$ cat src/rtl/fir_sample_feeder_if.sv
// Handshake bundle between the sample source, the feeder and the FIR core.
// The slave modport is the feeder's view; master is the surrounding logic's view.
interface fir_sample_feeder_if #(
    parameter int DATA_W = 16,
    parameter int DEPTH  = 8
);
    localparam int CNT_W = $clog2(DEPTH) + 1;

    logic [DATA_W-1:0] s_data;
    logic              s_valid;
    logic              s_ready;
    logic [DATA_W-1:0] fir_data;
    logic              fir_input_valid;
    logic              fir_output_valid;
    logic              busy;
    logic [CNT_W-1:0]  count;
    logic              timeout_err;
    logic              spurious_err;

    modport slave (
        input  s_data, s_valid, fir_output_valid,
        output s_ready, fir_data, fir_input_valid, busy, count,
               timeout_err, spurious_err
    );

    modport master (
        output s_data, s_valid, fir_output_valid,
        input  s_ready, fir_data, fir_input_valid, busy, count,
               timeout_err, spurious_err
    );
endinterface

$ cat src/rtl/fir_sample_feeder.sv
// Sample FIFO in front of the FIR core: issues one sample per FIR run and
// waits for completion, with a saturating watchdog and sticky error flags.
module fir_sample_feeder #(
    parameter int DATA_W  = 16,
    parameter int DEPTH   = 8,
    parameter int TIMEOUT = 255
) (
    input  logic                  clk,
    input  logic                  rst,
    fir_sample_feeder_if.slave    bus
);
    localparam int PTR_W = $clog2(DEPTH);
    localparam int CNT_W = PTR_W + 1;
    localparam int WD_W  = $clog2(TIMEOUT + 1);

    typedef enum logic [1:0] {IDLE, ISSUE, WAIT} state_t;

    state_t            state_q, state_d;
    logic [PTR_W-1:0]  rd_ptr_q, rd_ptr_d;
    logic [PTR_W-1:0]  wr_ptr_q, wr_ptr_d;
    logic [CNT_W-1:0]  count_q, count_d;
    logic [WD_W-1:0]   wdog_q, wdog_d;
    logic [DATA_W-1:0] fir_data_q, fir_data_d;
    logic              timeout_err_q, timeout_err_d;
    logic              spurious_err_q, spurious_err_d;

    logic [DATA_W-1:0] mem [DEPTH];
    logic              s_ready;
    logic              push;
    logic              pop;

    // Full blocks the push even when a pop happens in the same cycle.
    assign s_ready = (count_q != CNT_W'(DEPTH));
    assign push    = bus.s_valid && s_ready;
    assign pop     = (state_q == IDLE) && (count_q != '0);

    always_comb begin
        state_d        = state_q;
        rd_ptr_d       = rd_ptr_q;
        wr_ptr_d       = wr_ptr_q;
        count_d        = count_q;
        wdog_d         = wdog_q;
        fir_data_d     = fir_data_q;
        timeout_err_d  = timeout_err_q;
        spurious_err_d = spurious_err_q;

        if (push) begin
            wr_ptr_d = wr_ptr_q + 1'b1;
        end
        if (pop) begin
            rd_ptr_d   = rd_ptr_q + 1'b1;
            fir_data_d = mem[rd_ptr_q];
        end
        case ({push, pop})
            2'b10:   count_d = count_q + 1'b1;
            2'b01:   count_d = count_q - 1'b1;
            default: count_d = count_q;
        endcase

        case (state_q)
            IDLE: begin
                if (bus.fir_output_valid) spurious_err_d = 1'b1;
                if (pop) state_d = ISSUE;
            end
            ISSUE: begin
                if (bus.fir_output_valid) spurious_err_d = 1'b1;
                wdog_d  = '0;
                state_d = WAIT;
            end
            WAIT: begin
                // Completion wins over an abort landing in the same cycle.
                if (bus.fir_output_valid) begin
                    state_d = IDLE;
                end else if (wdog_q == WD_W'(TIMEOUT)) begin
                    state_d       = IDLE;
                    timeout_err_d = 1'b1;
                end else if (wdog_q != '1) begin
                    wdog_d = wdog_q + 1'b1;
                end
            end
            default: state_d = IDLE;
        endcase
    end

    always_ff @(posedge clk or posedge rst) begin
        if (rst) begin
            state_q        <= IDLE;
            rd_ptr_q       <= '0;
            wr_ptr_q       <= '0;
            count_q        <= '0;
            wdog_q         <= '0;
            fir_data_q     <= '0;
            timeout_err_q  <= 1'b0;
            spurious_err_q <= 1'b0;
        end else begin
            state_q        <= state_d;
            rd_ptr_q       <= rd_ptr_d;
            wr_ptr_q       <= wr_ptr_d;
            count_q        <= count_d;
            wdog_q         <= wdog_d;
            fir_data_q     <= fir_data_d;
            timeout_err_q  <= timeout_err_d;
            spurious_err_q <= spurious_err_d;
        end
    end

    // Storage array carries no reset; stale entries are unreachable once the pointers clear.
    always_ff @(posedge clk) begin
        if (push) mem[wr_ptr_q] <= bus.s_data;
    end

    assign bus.s_ready         = s_ready;
    assign bus.fir_data        = fir_data_q;
    assign bus.fir_input_valid = (state_q == ISSUE);
    assign bus.busy            = (state_q != IDLE);
    assign bus.count           = count_q;
    assign bus.timeout_err     = timeout_err_q;
    assign bus.spurious_err    = spurious_err_q;
endmodule

$ cat src/flat_wrapper.sv
// flat-port wrapper written by rule: the top's interface ports become plain ports
module fir_sample_feeder_flat 
#(
    parameter int DATA_W  = 16,
    parameter int DEPTH   = 8,
    parameter int TIMEOUT = 255
)
  (clk, rst, bus_s_data, bus_s_valid, bus_fir_output_valid, bus_s_ready, bus_fir_data, bus_fir_input_valid, bus_busy, bus_count, bus_timeout_err, bus_spurious_err);
  fir_sample_feeder_if #(.DATA_W(DATA_W), .DEPTH(DEPTH)) bus_i ();
  input  logic clk;
  input  logic rst;
  input wire logic [$bits(bus_i.s_data)-1:0] bus_s_data;
  input wire logic [$bits(bus_i.s_valid)-1:0] bus_s_valid;
  input wire logic [$bits(bus_i.fir_output_valid)-1:0] bus_fir_output_valid;
  output wire logic [$bits(bus_i.s_ready)-1:0] bus_s_ready;
  output wire logic [$bits(bus_i.fir_data)-1:0] bus_fir_data;
  output wire logic [$bits(bus_i.fir_input_valid)-1:0] bus_fir_input_valid;
  output wire logic [$bits(bus_i.busy)-1:0] bus_busy;
  output wire logic [$bits(bus_i.count)-1:0] bus_count;
  output wire logic [$bits(bus_i.timeout_err)-1:0] bus_timeout_err;
  output wire logic [$bits(bus_i.spurious_err)-1:0] bus_spurious_err;
  assign bus_i.s_data = bus_s_data;
  assign bus_i.s_valid = bus_s_valid;
  assign bus_i.fir_output_valid = bus_fir_output_valid;
  assign bus_s_ready = bus_i.s_ready;
  assign bus_fir_data = bus_i.fir_data;
  assign bus_fir_input_valid = bus_i.fir_input_valid;
  assign bus_busy = bus_i.busy;
  assign bus_count = bus_i.count;
  assign bus_timeout_err = bus_i.timeout_err;
  assign bus_spurious_err = bus_i.spurious_err;
  fir_sample_feeder #(.DATA_W(DATA_W), .DEPTH(DEPTH), .TIMEOUT(TIMEOUT)) u_core (.clk(clk), .rst(rst), .bus(bus_i));
endmodule
$ cat config.mk
export PLATFORM = sky130hd
export DESIGN_NAME = fir_sample_feeder_flat
export DESIGN_NICKNAME = d
export VERILOG_FILES = /design/src/rtl/fir_sample_feeder_if.sv /design/src/rtl/fir_sample_feeder.sv /design/src/flat_wrapper.sv
export SDC_FILE = /design/constraint.sdc
export NUM_CORES = 1
export LEC_CHECK = 0
export BUFFER_PORTS_ARGS = -buffer_cell sky130_fd_sc_hd__buf_2
export CAP_MARGIN = 20
export CELL_PAD_IN_SITES_DETAIL_PLACEMENT = 1
export CELL_PAD_IN_SITES_GLOBAL_PLACEMENT = 2
export CORE_ASPECT_RATIO = 0.9
export CORE_UTILIZATION = 43
export CTS_BUF_LIST = sky130_fd_sc_hd__clkbuf_4 sky130_fd_sc_hd__clkbuf_8
export DETAILED_ROUTE_END_ITERATION = 7
export PLACE_DENSITY_LB_ADDON = 0.1
export SLEW_MARGIN = 30
export SYNTH_ARGS = -nofsm -noshare
export SYNTH_HDL_FRONTEND = slang
export SYNTH_SLANG_ARGS = --single-unit
$ cat constraint.sdc
create_clock -name clk -period 5.6 [get_ports clk]
set_input_delay 1.12 -clock clk [delete_from_list [all_inputs] [get_ports clk]]
set_output_delay 1.12 -clock clk [all_outputs]
set_load 0.005 [all_outputs]
==> reports/results.ini <==
[cts]
tritoncts=built
cts_setup_buffers=0
clkTransAtPathRegs_ns=0.09
cts_buffer_depth=2
root_buffer=clkbuf_8
h-tree-depth=4
insertion_delay_ns=0.44
clock-sinks=166
cts_buffers=17
hold_buffers=0
cts_resized=0

[floorplan]
core_area_um2=14800
pin_count=45
die_y_um=119
die-area_um2=15800
row_count=42
die_w_um=132
initial_core_util_pct=44.4

[cells_and_area]
fin_nets=437
nFillCells=1405
antenna_cells=0
area_growth_syn_to_layout_pct=13.2
layout-drive-gt1-share_pct=29.7

[synth]
ys_async_sr_fraction_pct=22.9
ys.flop_type=edfxtp_1
synth.area.top_cells=edfxtp_1 (58%), dfrtp_1 (14%), mux4_2 (8.9%), mux2i_1 (2.4%), mux4_1 (2.4%)
syn_inst=354
synth_edf_count=128
yosysWarnings=0
yosysTopAreaCellShare_pct=58.4
avgSynthCellArea_um2=18.6
synthesis.nets=380
ys_types=47
yosys.area.top_type=edfxtp_1
yosysSeqAreaShare_pct=72.9
syn_area_um2=6580
synth-seq-cells=166

[power_and_ir_drop]
power_density_nw_per_um2=506
leakage_nw=2.68
p_total_w=0.00377
ir_worst_vdd_mv=0.237

[critical_path]
endpoint_kind=flip-flop
crit_required_ns=5.92
path_depth=9
cpMostUsedCell=xor2_1
critPathMaxStageDelay_ns=0.78
startpoint_type=flip-flop
path_max_fanout=37
rr_worst_depth=9
r2r-start=u_core.state_q[0]
crit_family=simple AND/OR/NAND/NOR gates
path_buf_inv=0
path_cells=or2_0 > nor2_4 > ha_1 > xor2_1 > ha_1 > a21oi_1 > xor2_1 > nor2_1 > xor2_1
crit_type=reg -> reg
cp-startpoint=u_core.state_q[0]
arrival_ns=3.18
critical-path-slowest-cell=nor2_4

[worst_hold_path]
hold_depth=1
min-delay-start=u_core.bus.timeout_err
hold_class=reg -> reg

[place]
post-dp-hpwl_mm=7.23
io_buffer_count=44
place.gp.congestion=0.714
pre_cts_slack_ns=2.73

[sta]
timing.slew.headroom_pct=35.8
final.setup_skew_ns=0.0104
slew_violations=0
setup_viol_count_final=0
rsz0062_at_grt=no
fmax_mhz=351
min_period_ns=2.85
finalCritPeriodShare_pct=50.9
fin_setup_tns_ns=0
finalHoldViolCount=0
tightestPinTransition_ns=0.961
setup_ws_ns=2.75

[grt]
grt_max_degree=39
grt_pass1_wl_mm=20.1
grt-ovfl-total=0
antenna_found_initial=0
track_usage_pct=17.5
grt_pass1_vias=3523

[outcome]
outcome=complete, no violations

[routing]
drt_iter0_drc=226
postRouteAntennaNets=0
post_drt_via_cell_ratio=5.29
wl_per_cell_um=20.4
drc=0
drt_wl_total_mm=12.7
drt_pre_antenna_iters=4
num_vias=3288

[job]
maxCapViolCount=0

sequential cells by signal, summed over array words and instances, names as in the netlist:
signal,count
u_core.wr_ptr_q,3
u_core.mem,128
u_core.bus.count,4
u_core.bus.timeout_err,1
u_core.bus.spurious_err,1
u_core.wdog_q,8
u_core.rd_ptr_q,3
u_core.bus.fir_data,16
u_core.state_q,2
area by class of cell:
class / instances / area [µm²] / share of cell area (%)
multi-input combinational: 165 / 1660 / 22.3
sequential: 166 / 4800 / 64.4
clock buffer: 22 / 290 / 3.90
clock inverter: 10 / 128 / 1.71
inverter: 6 / 22.5 / 0.302
tap: 198 / 248 / 3.33
timing repair buffer: 55 / 303 / 4.07
final timing paths:
check / end / slack, ns
min in group asynchronous: u_core.wr_ptr_q[0] / 0.80
max: u_core.bus.count[2] / 2.75
max in group asynchronous: u_core.rd_ptr_q[2] / 4.38
min reg2reg: u_core.bus.timeout_err / 0.46
min: u_core.bus.timeout_err / 0.46
max reg2reg: u_core.bus.count[2] / 2.75
routing by layer:
layer	vias up	wire length, µm	track usage (%)
li1	1501	-	-
met1	1731	5980	23.5
met2	47	6210	28.3
met3	9	369	4.77
met4	0	125	4.96
met5	-	0	0
worst reg2reg max path, delay by kind of cell (launching register included):
kind                     cells  cell delay (ns)
AO/OA/AOI/OAI                1             0.14
XOR/XNOR                     3             0.39
adder cells (fa/ha/maj)      2             0.58
flip-flops                   1             0.44
AND/OR/NAND/NOR              3             1.18
cell usage after synthesis (all sizes together) (2+ instances only):
cell,number
edfxtp,128
dfrtp,38
mux4,32
nor2,27
a21oi,17
buf,16
mux2i,16
nand2,10
nand3,8
ha,6
inv,6
nand2b,4
o21ai,4
xnor2,4
xor2,4
mux2,3
nor3,3
o211ai,3
a21o,2
nand4,2
nor3b,2
o31ai,2
or2,2
or4b,2
cell usage in the layout (no fill, tap or decap), drive strengths merged, types with 5 or more instances in the layout:
cell type	instances
nand3	8
a21oi	17
inv	5
dfrtp	38
clkbuf	22
ha	6
nor2	27
edfxtp	128
clkinv	8
mux4	32
nand2	10
buf	55
mux2i	16
cell families after synthesis:
logic type,share of synthesized area (%)
flip-flops,72.9
AND/OR/NAND/NOR,5.13
multiplexers,14.2
AO/OA/AOI/OAI,3.50
buffers and inverters,2.07
XOR/XNOR,1.06
adder cells (fa/ha/maj),1.14
report_power, final:
part	internal, W	total (W)	switching (W)
combinational	0.000532	0.00107	0.000539
sequential	0.00159	0.00181	0.000216
clock	0.000482	0.000889	0.000407
through the flow:
step | std cells | hold WS, ns | cell area [µm²] | utilization, %
floorplan | 354 | 0.451 | 6580 | -
global placement | 590 | 0.437 | 7030 | 47.4
detailed placement | 590 | 0.441 | 7030 | 47.4
CTS | 622 | 0.470 | 7450 | 50.3
global route | 622 | 0.517 | 7450 | 50.3
finish | 622 | 0.463 | 7450 | 50.3
Power figures use the tool's default switching activity.
